`src/rtl/riscv_pkg.sv`:
```
// Shared decode constants for the ID/EX stage and its ALU control decoder.
package riscv_pkg;

  // ALU operation select presented to the EX-stage ALU
  localparam logic [3:0] ALU_AND = 4'b0000;
  localparam logic [3:0] ALU_OR  = 4'b0001;
  localparam logic [3:0] ALU_ADD = 4'b0010;
  localparam logic [3:0] ALU_SUB = 4'b0110;
  localparam logic [3:0] ALU_BAD = 4'b1111;

  // Coarse ALU operation class produced by the main decoder
  typedef enum logic [1:0] {
    ALUOP_ADD   = 2'b00,
    ALUOP_SUB   = 2'b01,
    ALUOP_FUNCT = 2'b10,
    ALUOP_RSVD  = 2'b11
  } alu_op_e;

  // funct3 values understood by the funct-decoded ALU class
  localparam logic [2:0] F3_ADD_SUB = 3'b000;
  localparam logic [2:0] F3_AND     = 3'b111;
  localparam logic [2:0] F3_OR      = 3'b110;

endpackage

```
`src/rtl/alu_control.sv`:
```
// Combinational ALU control: maps alu_op/funct3/funct7[5] onto the 4-bit ALU select.
module alu_control
  import riscv_pkg::*;
(
  input  logic [1:0] alu_op_i,
  input  logic [2:0] funct3_i,
  input  logic       funct7_5_i,
  input  logic       alu_src_i,
  output logic [3:0] op_choice_o,
  output logic       illegal_o
);

  // Decode the operation; anything not understood becomes ALU_BAD with the illegal flag set
  always_comb begin
    op_choice_o = ALU_BAD;
    illegal_o   = 1'b0;
    case (alu_op_e'(alu_op_i))
      ALUOP_ADD: op_choice_o = ALU_ADD;
      ALUOP_SUB: op_choice_o = ALU_SUB;
      ALUOP_FUNCT: begin
        case (funct3_i)
          F3_ADD_SUB: op_choice_o = (funct7_5_i && !alu_src_i) ? ALU_SUB : ALU_ADD;
          F3_AND:     op_choice_o = ALU_AND;
          F3_OR:      op_choice_o = ALU_OR;
          default:    illegal_o   = 1'b1;
        endcase
      end
      default: illegal_o = 1'b1;
    endcase
  end

endmodule

```
`src/rtl/id_ex_stage.sv`:
```
// ID/EX pipeline register feeding the ALU, with valid/ready handshake, stall and flush.
// Operand forwarding and held-operand refresh are enabled by defining ID_EX_FWD_EN;
// without it the forwarding ports are ignored and operands come from the register file.
module id_ex_stage
  import riscv_pkg::*;
#(
  parameter int XLEN   = 32,
  parameter int REG_AW = 5
) (
  input  logic              clk,
  input  logic              reset,
  input  logic              flush,
  input  logic              in_valid,
  output logic              in_ready,
  input  logic [XLEN-1:0]   rs1_data,
  input  logic [XLEN-1:0]   rs2_data,
  input  logic [XLEN-1:0]   imm,
  input  logic [REG_AW-1:0] rs1_addr,
  input  logic [REG_AW-1:0] rs2_addr,
  input  logic [REG_AW-1:0] rd_addr,
  input  logic [1:0]        alu_op,
  input  logic [2:0]        funct3,
  input  logic              funct7_5,
  input  logic              alu_src,
  input  logic              reg_write,
  input  logic              mem_read,
  input  logic              mem_write,
  input  logic              mem_to_reg,
  input  logic              branch,
  input  logic              fwd_a_valid,
  input  logic              fwd_b_valid,
  input  logic [REG_AW-1:0] fwd_a_rd,
  input  logic [REG_AW-1:0] fwd_b_rd,
  input  logic [XLEN-1:0]   fwd_a_data,
  input  logic [XLEN-1:0]   fwd_b_data,
  output logic              out_valid,
  input  logic              out_ready,
  output logic [XLEN-1:0]   alu_inp1,
  output logic [XLEN-1:0]   alu_inp2,
  output logic [3:0]        alu_op_choice,
  output logic [XLEN-1:0]   store_data,
  output logic [REG_AW-1:0] ex_rd_addr,
  output logic              ex_reg_write,
  output logic              ex_mem_read,
  output logic              ex_mem_write,
  output logic              ex_mem_to_reg,
  output logic              ex_branch,
  output logic              illegal_op
);

  logic              valid_q, valid_d;
  logic [XLEN-1:0]   inp1_q, inp1_d;
  logic [XLEN-1:0]   inp2_q, inp2_d;
  logic [XLEN-1:0]   storeData_q, storeData_d;
  logic [3:0]        opChoice_q, opChoice_d;
  logic              illegal_q, illegal_d;
  logic [REG_AW-1:0] rd_q, rd_d;
  logic [4:0]        ctrl_q, ctrl_d;

  logic [3:0]        decOp;
  logic              decIllegal;
  logic              load;
  logic [XLEN-1:0]   rs1Res;
  logic [XLEN-1:0]   rs2Res;

  alu_control u_alu_control (
    .alu_op_i    (alu_op),
    .funct3_i    (funct3),
    .funct7_5_i  (funct7_5),
    .alu_src_i   (alu_src),
    .op_choice_o (decOp),
    .illegal_o   (decIllegal)
  );

  assign in_ready = !valid_q || out_ready;
  assign load     = in_valid && in_ready && !flush;

`ifdef ID_EX_FWD_EN
  logic [REG_AW-1:0] rs1Addr_q, rs1Addr_d;
  logic [REG_AW-1:0] rs2Addr_q, rs2Addr_d;
  logic              aluSrc_q, aluSrc_d;

  // x0 reads as zero, then the younger forward (A), then the older (B), else the fallback value
  function automatic logic [XLEN-1:0] pickOperand(
    input logic [REG_AW-1:0] addr,     input logic [XLEN-1:0] fallback,
    input logic              aValid,   input logic [REG_AW-1:0] aRd, input logic [XLEN-1:0] aData,
    input logic              bValid,   input logic [REG_AW-1:0] bRd, input logic [XLEN-1:0] bData);
    if (addr == '0)                    return '0;
    else if (aValid && (aRd == addr))  return aData;
    else if (bValid && (bRd == addr))  return bData;
    else                               return fallback;
  endfunction

  assign rs1Res = pickOperand(rs1_addr, rs1_data, fwd_a_valid, fwd_a_rd, fwd_a_data,
                              fwd_b_valid, fwd_b_rd, fwd_b_data);
  assign rs2Res = pickOperand(rs2_addr, rs2_data, fwd_a_valid, fwd_a_rd, fwd_a_data,
                              fwd_b_valid, fwd_b_rd, fwd_b_data);
`else
  logic unusedFwd;
  assign unusedFwd = ^{fwd_a_valid, fwd_b_valid, fwd_a_rd, fwd_b_rd, fwd_a_data, fwd_b_data,
                       rs1_addr, rs2_addr};
  assign rs1Res = rs1_data;
  assign rs2Res = rs2_data;
`endif

  // Next-state: flush kills, load captures, consume empties, otherwise hold (refreshing forwarded operands)
  always_comb begin
    valid_d     = valid_q;
    inp1_d      = inp1_q;
    inp2_d      = inp2_q;
    storeData_d = storeData_q;
    opChoice_d  = opChoice_q;
    illegal_d   = illegal_q;
    rd_d        = rd_q;
    ctrl_d      = ctrl_q;
`ifdef ID_EX_FWD_EN
    rs1Addr_d   = rs1Addr_q;
    rs2Addr_d   = rs2Addr_q;
    aluSrc_d    = aluSrc_q;
`endif
    if (flush) begin
      valid_d = 1'b0;
    end else if (load) begin
      valid_d     = 1'b1;
      inp1_d      = rs1Res;
      inp2_d      = alu_src ? imm : rs2Res;
      storeData_d = rs2Res;
      opChoice_d  = decOp;
      illegal_d   = decIllegal;
      rd_d        = rd_addr;
      ctrl_d      = {reg_write, mem_read, mem_write, mem_to_reg, branch};
`ifdef ID_EX_FWD_EN
      rs1Addr_d   = rs1_addr;
      rs2Addr_d   = rs2_addr;
      aluSrc_d    = alu_src;
`endif
    end else if (out_ready) begin
      valid_d = 1'b0;
`ifdef ID_EX_FWD_EN
    end else if (valid_q) begin
      inp1_d      = pickOperand(rs1Addr_q, inp1_q, fwd_a_valid, fwd_a_rd, fwd_a_data,
                                fwd_b_valid, fwd_b_rd, fwd_b_data);
      storeData_d = pickOperand(rs2Addr_q, storeData_q, fwd_a_valid, fwd_a_rd, fwd_a_data,
                                fwd_b_valid, fwd_b_rd, fwd_b_data);
      if (!aluSrc_q) inp2_d = storeData_d;
`endif
    end
  end

  // State registers with synchronous reset
  always_ff @(posedge clk) begin
    if (reset) begin
      valid_q     <= 1'b0;
      inp1_q      <= '0;
      inp2_q      <= '0;
      storeData_q <= '0;
      opChoice_q  <= 4'b0000;
      illegal_q   <= 1'b0;
      rd_q        <= '0;
      ctrl_q      <= '0;
`ifdef ID_EX_FWD_EN
      rs1Addr_q   <= '0;
      rs2Addr_q   <= '0;
      aluSrc_q    <= 1'b0;
`endif
    end else begin
      valid_q     <= valid_d;
      inp1_q      <= inp1_d;
      inp2_q      <= inp2_d;
      storeData_q <= storeData_d;
      opChoice_q  <= opChoice_d;
      illegal_q   <= illegal_d;
      rd_q        <= rd_d;
      ctrl_q      <= ctrl_d;
`ifdef ID_EX_FWD_EN
      rs1Addr_q   <= rs1Addr_d;
      rs2Addr_q   <= rs2Addr_d;
      aluSrc_q    <= aluSrc_d;
`endif
    end
  end

  assign out_valid     = valid_q;
  assign alu_inp1      = inp1_q;
  assign alu_inp2      = inp2_q;
  assign alu_op_choice = opChoice_q;
  assign store_data    = storeData_q;
  assign ex_rd_addr    = rd_q;
  assign {ex_reg_write, ex_mem_read, ex_mem_write, ex_mem_to_reg, ex_branch} = ctrl_q & {5{valid_q}};
  assign illegal_op    = illegal_q & valid_q;

endmodule

```
`config.mk`:
```
export PLATFORM = sky130hd
export DESIGN_NAME = id_ex_stage
export DESIGN_NICKNAME = d
export VERILOG_FILES = /design/src/rtl/riscv_pkg.sv /design/src/rtl/alu_control.sv /design/src/rtl/id_ex_stage.sv
export SDC_FILE = /design/constraint.sdc
export NUM_CORES = 1
export LEC_CHECK = 0
export ABC_AREA = 1
export CAP_MARGIN = 20
export CORE_AREA = 2 2 124 126
export CTS_CLUSTER_DIAMETER = 40
export CTS_CLUSTER_SIZE = 25
export DETAILED_ROUTE_END_ITERATION = 7
export DIE_AREA = 0 0 126 128
export PLACE_DENSITY = 0.89
export SYNTH_ARGS = -nofsm -noshare
export SYNTH_HDL_FRONTEND = slang
export SYNTH_HIERARCHICAL = 1
export SYNTH_SLANG_ARGS = --single-unit
```
`constraint.sdc`:
```
create_clock -name clk -period 1.5 [get_ports clk]
set_input_delay 0.45 -clock clk [delete_from_list [all_inputs] [get_ports clk]]
set_output_delay 0.45 -clock clk [all_outputs]
set_load 0.05 [all_outputs]
```
==> flow_summary.json, run 1 <==
{
  "totalPowerFinal_w": 0.00845,
  "crit_path_frequent_cell": "buf_12",
  "grt_pass1_vias": 5191,
  "synthAdderAreaFrac_pct": 0,
  "row_count": 45,
  "crit_type": "reg2out",
  "cts_tree": "done",
  "grt_use_total_pct": 19.0,
  "avgRoutedWirePerCell_um": 13.3,
  "wl_met2_um": 8240,
  "die_h_um": 128,
  "cts_sinks": 112,
  "route.detailed.drc": 0,
  "cp.arrival_ps": 1100,
  "syn_to_final_growth_pct": 77.2,
  "drt_iter0_markers": 283,
  "crit_fanout": 8,
  "crit_chain": "nand2_4 > buf_12 > buf_12",
  "clk_latency_ps": 340,
  "fin_setup_tns_ps": -51.4,
  "synth_compound_area_share_pct": 6.28,
  "synthSimpleGateAreaFrac_pct": 35.6,
  "grt_max_degree": 69,
  "relSlewSlack_pct": 78.5,
  "fillers": 1219,
  "start_util_pct": 34.8,
  "numCtsBuffers": 9,
  "synthMuxAreaShare_pct": 0,
  "final_common_cell": "nand2_1",
  "ys_seq_area_share_pct": 43.3,
  "syn_area_um2": 5180,
  "worst_slack_ps": -50.8,
  "cts_root_buf": "clkbuf_16",
  "drt_wl_total_um": 16300,
  "dpl-instance-area_um2": 8770,
  "diodes": 0,
  "netlist-cell-type-count": 18,
  "gp_congestion": 0.808,
  "start_kind": "flop",
  "yosysWarningCount": 6,
  "grt_pass1_wl_um": 24800,
  "synth-xor-area-share_pct": 0,
  "slowest_delay_ps": 420,
  "htreeDepth": 3,
  "nets": 1242,
  "clk_pin_slew_ps": 70,
  "violations": "negative setup slack",
  "hold_path.class": "reg2reg",
  "cp_slowest_cell": "dfxtp_4",
  "synth_top_family_by_area": "simple AND/OR/NAND/NOR gates",
  "pin_count": 317,
  "r2r_slack_ps": 170,
  "fin_crit_sh_pct": 103,
  "wirelength_met1_um": 6670,
  "worst_pin_slew_ps": 323,
  "final_cell_mix": "nand2_1, nor2_1, buf_12",
  "antenna_left": 0,
  "power_density_nw_per_um2": 922,
  "cts_buffer_depth": 2,
  "holdWs_ps": 519,
  "port_buffers": 230,
  "crit_required_ps": 1050,
  "gr-total-overflow": 0,
  "vias": 5486,
  "hpwl_um": 11900,
  "rsz0062_at_grt": "true",
  "fin_area_um2": 9170,
  "synth_cells": 824,
  "synth_area_per_cell_um2": 6.28,
  "antenna_found_initial": 0,
  "endpoint_kind": "output port",
  "slew_viol_final": 0,
  "vdd_drop_max_v": 0.000600,
  "drive_gt1_share_pct": 16.7,
  "top_layer": "met4",
  "skew_ps": 5.13,
  "status": "finished, violations left",
  "route.met3.wl_um": 1200,
  "die-width_um": 126,
  "fin_crit_ps": 1550,
  "timing.fmax_mhz": 645,
  "dieArea_um2": 16100,
  "maxCapViolations": 0,
  "hold_viol_final": 0,
  "synth_seq_cells": 112,
  "viasPerCell": 4.46,
  "setup_viol": 2,
  "pre_cts_ws_ps": -340,
  "syn-num-nets": 1028,
  "core_area_um2": 14900,
  "p_leak_nw": 4.42,
  "dr.pass1.iters": 4
}
-- per-layer routing --
metal  GRT usage, %  vias to the layer above
met4           4.85                        0
met5              0                        -
met3           5.84                       19
met1           22.0                     2448
li1               -                     2840
met2           34.2                      179
-- Yosys cell counts --
library cell,count,area share [%]
nor2_2,3,0.36
nand2_2,2,0.24
inv_1,123,8.9
nor2_1,190,14
buf_1,3,0.22
o21ai_0,32,3.1
a21oi_1,33,3.2
buf_6,6,1.3
nor2_4,1,0.22
inv_2,2,0.15
nand2_4,1,0.22
nor3_1,1,0.097
buf_4,10,1.5
clkbuf_1,12,0.87
dfxtp_1,112,43
buf_2,20,1.9
nand2_1,238,17
nand3_1,35,3.4
-- area by class of cell --
class / count / area, µm² / area share [%]
well taps: 188 / 235 / 2.56
multi-input cells: 536 / 2180 / 23.8
repair buffers: 254 / 3740 / 40.7
clock inverters: 3 / 22.5 / 0.246
clock buffers: 13 / 280 / 3.06
flip-flops and latches: 112 / 2250 / 24.5
inverters: 125 / 470 / 5.13
-- where the power goes --
part | switching, W | internal (W) | leakage [nW]
Combinational | 0.00136 | 0.00128 | 3.35
Sequential | 0.000215 | 0.00318 | 0.925
Clock | 0.00110 | 0.00132 | 0.148
Total | 0.00267 | 0.00578 | 4.42
-- per-stage QoR --
stage | std cells | util, %
2_1_floorplan | 824 | -
3_3_place_gp | 1208 | 59.0
3_5_place_dp | 1208 | 59.0
4_1_cts | 1227 | 61.2
5_1_grt | 1231 | 61.7
6_report | 1231 | 61.7
-- worst max-delay path: cells and delay by family (launching register included) --
kind / cells / cell delay (ps)
simple gates: 1 / 70
buf+inv: 2 / 270
flops: 1 / 420
-- cell families after synthesis --
family,Yosys count
flip-flops,112
AND/OR/NAND/NOR,471
AO/OA/AOI/OAI,65
buffers and inverters,176
-- state kept, by name, indices dropped and copies added (netlist names) --
register / cells
alu_inp1: 32
alu_inp2: 32
alu_op_choice: 4
ctrl_q: 5
ex_rd_addr: 5
illegal_q: 1
out_valid: 1
store_data: 32
-- path summary, 6_finish.rpt --
check / start / cells past startpoint / endpoint
setup / recovery: out_valid$_SDFFE_PP0P_ / 3 / in_ready
hold / removal: ctrl_q[3]$_SDFFE_PP0P_ / 4 / ctrl_q[3]$_SDFFE_PP0P_
setup reg to reg: out_valid$_SDFFE_PP0P_ / 6 / store_data[7]$_SDFFE_PP0P_
hold reg to reg: ctrl_q[3]$_SDFFE_PP0P_ / 4 / ctrl_q[3]$_SDFFE_PP0P_
-- repair_timing --
item,in CTS,in global routing
endpoints found under the setup margin,7,24
buffers inserted,3,2
cloned,0,2
resized for setup,8,4
hold buffers,0,0
pin swaps,0,1
(Power assumes the default switching activity.)
==> inputs of run 2 (changes only) <==
Settings changed: ABC_CLOCK_PERIOD_IN_PS set to 1500, PLACE_DENSITY 0.89 to 0.85, SYNTH_HIERARCHICAL 1 to not set.
==> run 2 against run 1 <==
The run still ends with negative setup slack left. Highest routed layer unchanged. Critical endpoint is now ex_reg_write. Fmax rose by 1.0%. Sequential share of layout area rose by 0.53 points. Clock-buffer cell count is 3 lower. Synthesized cell count is 23% lower. Largest power group unchanged. Critical path type unchanged.
==> flow_summary.json, run 2 <==
{
  "syn_area_um2": 4650,
  "synth_area_per_cell_um2": 7.30,
  "syn_to_final_growth_pct": 93.0,
  "fin_crit_ps": 1530,
  "status": "finished, violations left",
  "cp.arrival_ps": 1080,
  "slew_viol_final": 0,
  "violations": "negative setup slack",
  "die-width_um": 126,
  "relSlewSlack_pct": 75.9,
  "grt_pass1_vias": 5098,
  "grt_max_degree": 44,
  "synth_seq_cells": 112,
  "worstHoldEndpoint": "out_valid$_SDFFE_PP0P_",
  "swShare_pct": 29.8,
  "dr.pass1.iters": 4,
  "hpwl_um": 12500,
  "p_leak_nw": 3.67,
  "cts_sinks": 112,
  "r2r_slack_ps": 110,
  "p_int_w": 0.00578,
  "drt_wl_total_um": 17500,
  "hold_path.startpoint": "flush",
  "cts_buffer_depth": 2,
  "synth_edf_count": 0,
  "rsz0062_at_grt": "true",
  "die_h_um": 128,
  "grt_use_total_pct": 20.1,
  "r2r_start": "out_valid$_SDFFE_PP0P_",
  "crit_required_ps": 1050,
  "dieArea_um2": 16100,
  "hold_path.class": "in2reg",
  "yosysTopAreaCell": "dfxtp_1",
  "crit_chain": "nand2_1 > inv_2 > buf_12",
  "vdd_drop_max_v": 0.000491,
  "drive_gt1_share_pct": 23.0,
  "fillers": 1221,
  "antenna_left": 0,
  "route.detailed.drc": 0,
  "htreeDepth": 3,
  "final_common_cell": "nand2_1",
  "cts_tree": "done",
  "final-seq-area_um2": 2250,
  "avgRoutedWirePerCell_um": 16.4,
  "clkPwrFrac_pct": 32.6,
  "rr_endpoint": "alu_inp1[12]$_SDFFE_PP0P_",
  "syn-num-nets": 841,
  "yosys.area.top_type_share_pct": 48.2,
  "timing.fmax_mhz": 652,
  "synth_cells": 637,
  "row_count": 45,
  "worst_slack_ps": -34.9,
  "cts_root_buf": "clkbuf_16",
  "cp_num_buf_inv": 2,
  "setup_viol": 6,
  "ys_seq_area_share_pct": 48.2,
  "vias": 5260,
  "start_kind": "flop",
  "cp_slowest_cell": "dfxtp_4",
  "synth_area_leaders": "dfxtp_1, nand2_1, a21oi_1",
  "crit_type": "reg2out",
  "numCtsBuffers": 9,
  "nets": 1077,
  "holdWs_ps": 386,
  "totalPowerFinal_w": 0.00823,
  "viasPerCell": 4.93,
  "hold_depth": 2,
  "endpoint_kind": "output port",
  "path_delay_family": "flip-flops",
  "yosysMostFrequentCell": "nand2_1",
  "netlist_top_cells_count": "nand2_1, dfxtp_1, a21oi_1",
  "start_util_pct": 31.3,
  "multi_input_area_um2": 2060,
  "pin_count": 317,
  "gp_congestion": 0.853,
  "netlist-cell-type-count": 18,
  "power_density_nw_per_um2": 916,
  "fin_crit_sh_pct": 102,
  "combPwrFrac_pct": 27.2,
  "final_cell_mix": "nand2_1, buf_12, clkdlybuf4s50_1",
  "slowest_delay_ps": 440,
  "synth_ff_type": "dfxtp_1",
  "yosysWarningCount": 0,
  "async_flop_share_pct": 0,
  "gr-total-overflow": 0,
  "crit_fanout": 8,
  "clk_latency_ps": 350,
  "post-route-util_pct": 60.4,
  "grt_pass1_wl_um": 26000,
  "hold_viol_final": 0,
  "worst_pin_slew_ps": 362,
  "antenna_found_initial": 1,
  "port_buffers": 230,
  "ctsHoldBuffers": 0,
  "skew_ps": 4.92,
  "maxCapViolations": 0,
  "clk_pin_slew_ps": 70,
  "p_sw_w": 0.00245,
  "core_area_um2": 14900,
  "rr_worst_depth": 7,
  "drt_iter0_markers": 287,
  "pwr-share-seq_pct": 40.2
}
run 2: changes by cell type after synthesis, sizes merged, moves of 11 or more:
cell	previous run	this run
nor2	194	40
inv	125	17
a21oi	33	109
nand2	241	191
nand3	35	80
clkbuf	12	23
run 2: how the worst max path moves through the flow:
stage,cells past startpoint,endpoint,start
4_1_cts,3,ex_branch,out_valid$_SDFFE_PP0P_
6_report,3,ex_reg_write,out_valid$_SDFFE_PP0P_
3_3_place_gp,9,alu_op_choice[3]$_SDFFE_PP0P_,in_valid
5_1_grt,3,ex_mem_to_reg,out_valid$_SDFFE_PP0P_
2_1_floorplan,3,in_ready,out_valid$_SDFFE_PP0P_
3_5_place_dp,8,store_data[4]$_SDFFE_PP0P_,out_ready
run 2: final cells by class:
class / count / share of cell area (%)
repair buffers: 278 / 44.9
flip-flops and latches: 112 / 25.0
multi-input cells: 454 / 22.9
clock buffers: 10 / 2.66
well taps: 188 / 2.62
clock inverters: 6 / 1.03
inverters: 18 / 0.752
diodes: 1 / 0.0279
run 2: cell families (layout without fill, tap and decap cells):
| logic type | Yosys count | after routing | synth area share (%) |
|---|---|---|---|
| other | 0 | 1 | 0 |
| buffers and inverters | 71 | 312 | 8.12 |
| AOI/OAI and AO/OA | 143 | 143 | 16.2 |
| DFF | 112 | 112 | 48.2 |
| and+or+nand+nor | 311 | 311 | 27.5 |
run 2: timing repair:
action                                 CTS  global route
endpoints found under the hold margin    0             0
setup buffers                            1             1
cloned                                   0             4
setup endpoints to repair                7            39
pin swaps                                0             3
resized for setup                        9            19
run 2: layer usage:
layer  vias to the layer above  share of wire (%)  GRT usage, %
met5                         -                  0             0
met4                         0                3.3          9.11
met3                        39                6.4          4.34
met2                       243                 49          34.3
met1                      2420                 42          24.2
li1                       2558                  -             -
run 2: worst reg2reg max path, stage by stage, from the launching register on:
cell and delay [ps]:
dfxtp_4 440, nand2_4 90, buf_4 180, nand2_8 120, buf_12 150, buf_4 130
nand2_1 80, a21oi_2 150
run 2: power groups by stage:
stage / Clock, W / Sequential [W] / Combinational, W
3_3_place_gp: 0 / 0.00337 / 0.00216
4_1_cts: 0.00273 / 0.00331 / 0.00219
5_1_grt: 0.00282 / 0.00333 / 0.00236
6_report: 0.00268 / 0.00331 / 0.00224
3_5_place_dp: 0 / 0.00338 / 0.00218
2_1_floorplan: 0 / 0.00382 / 0.000483
run 2: through the flow:
stage / std cells / TNS [ps] / setup slack [ps] / area, µm²
2_1_floorplan: 637 / 0 / 2.80 / 4650
3_3_place_gp: 1044 / -27610 / -300 / 8500
3_5_place_dp: 1044 / -29730 / -331 / 8500
4_1_cts: 1061 / -276 / -52.3 / 8840
5_1_grt: 1067 / -447 / -77.4 / 8980
6_report: 1067 / -160 / -34.9 / 8980
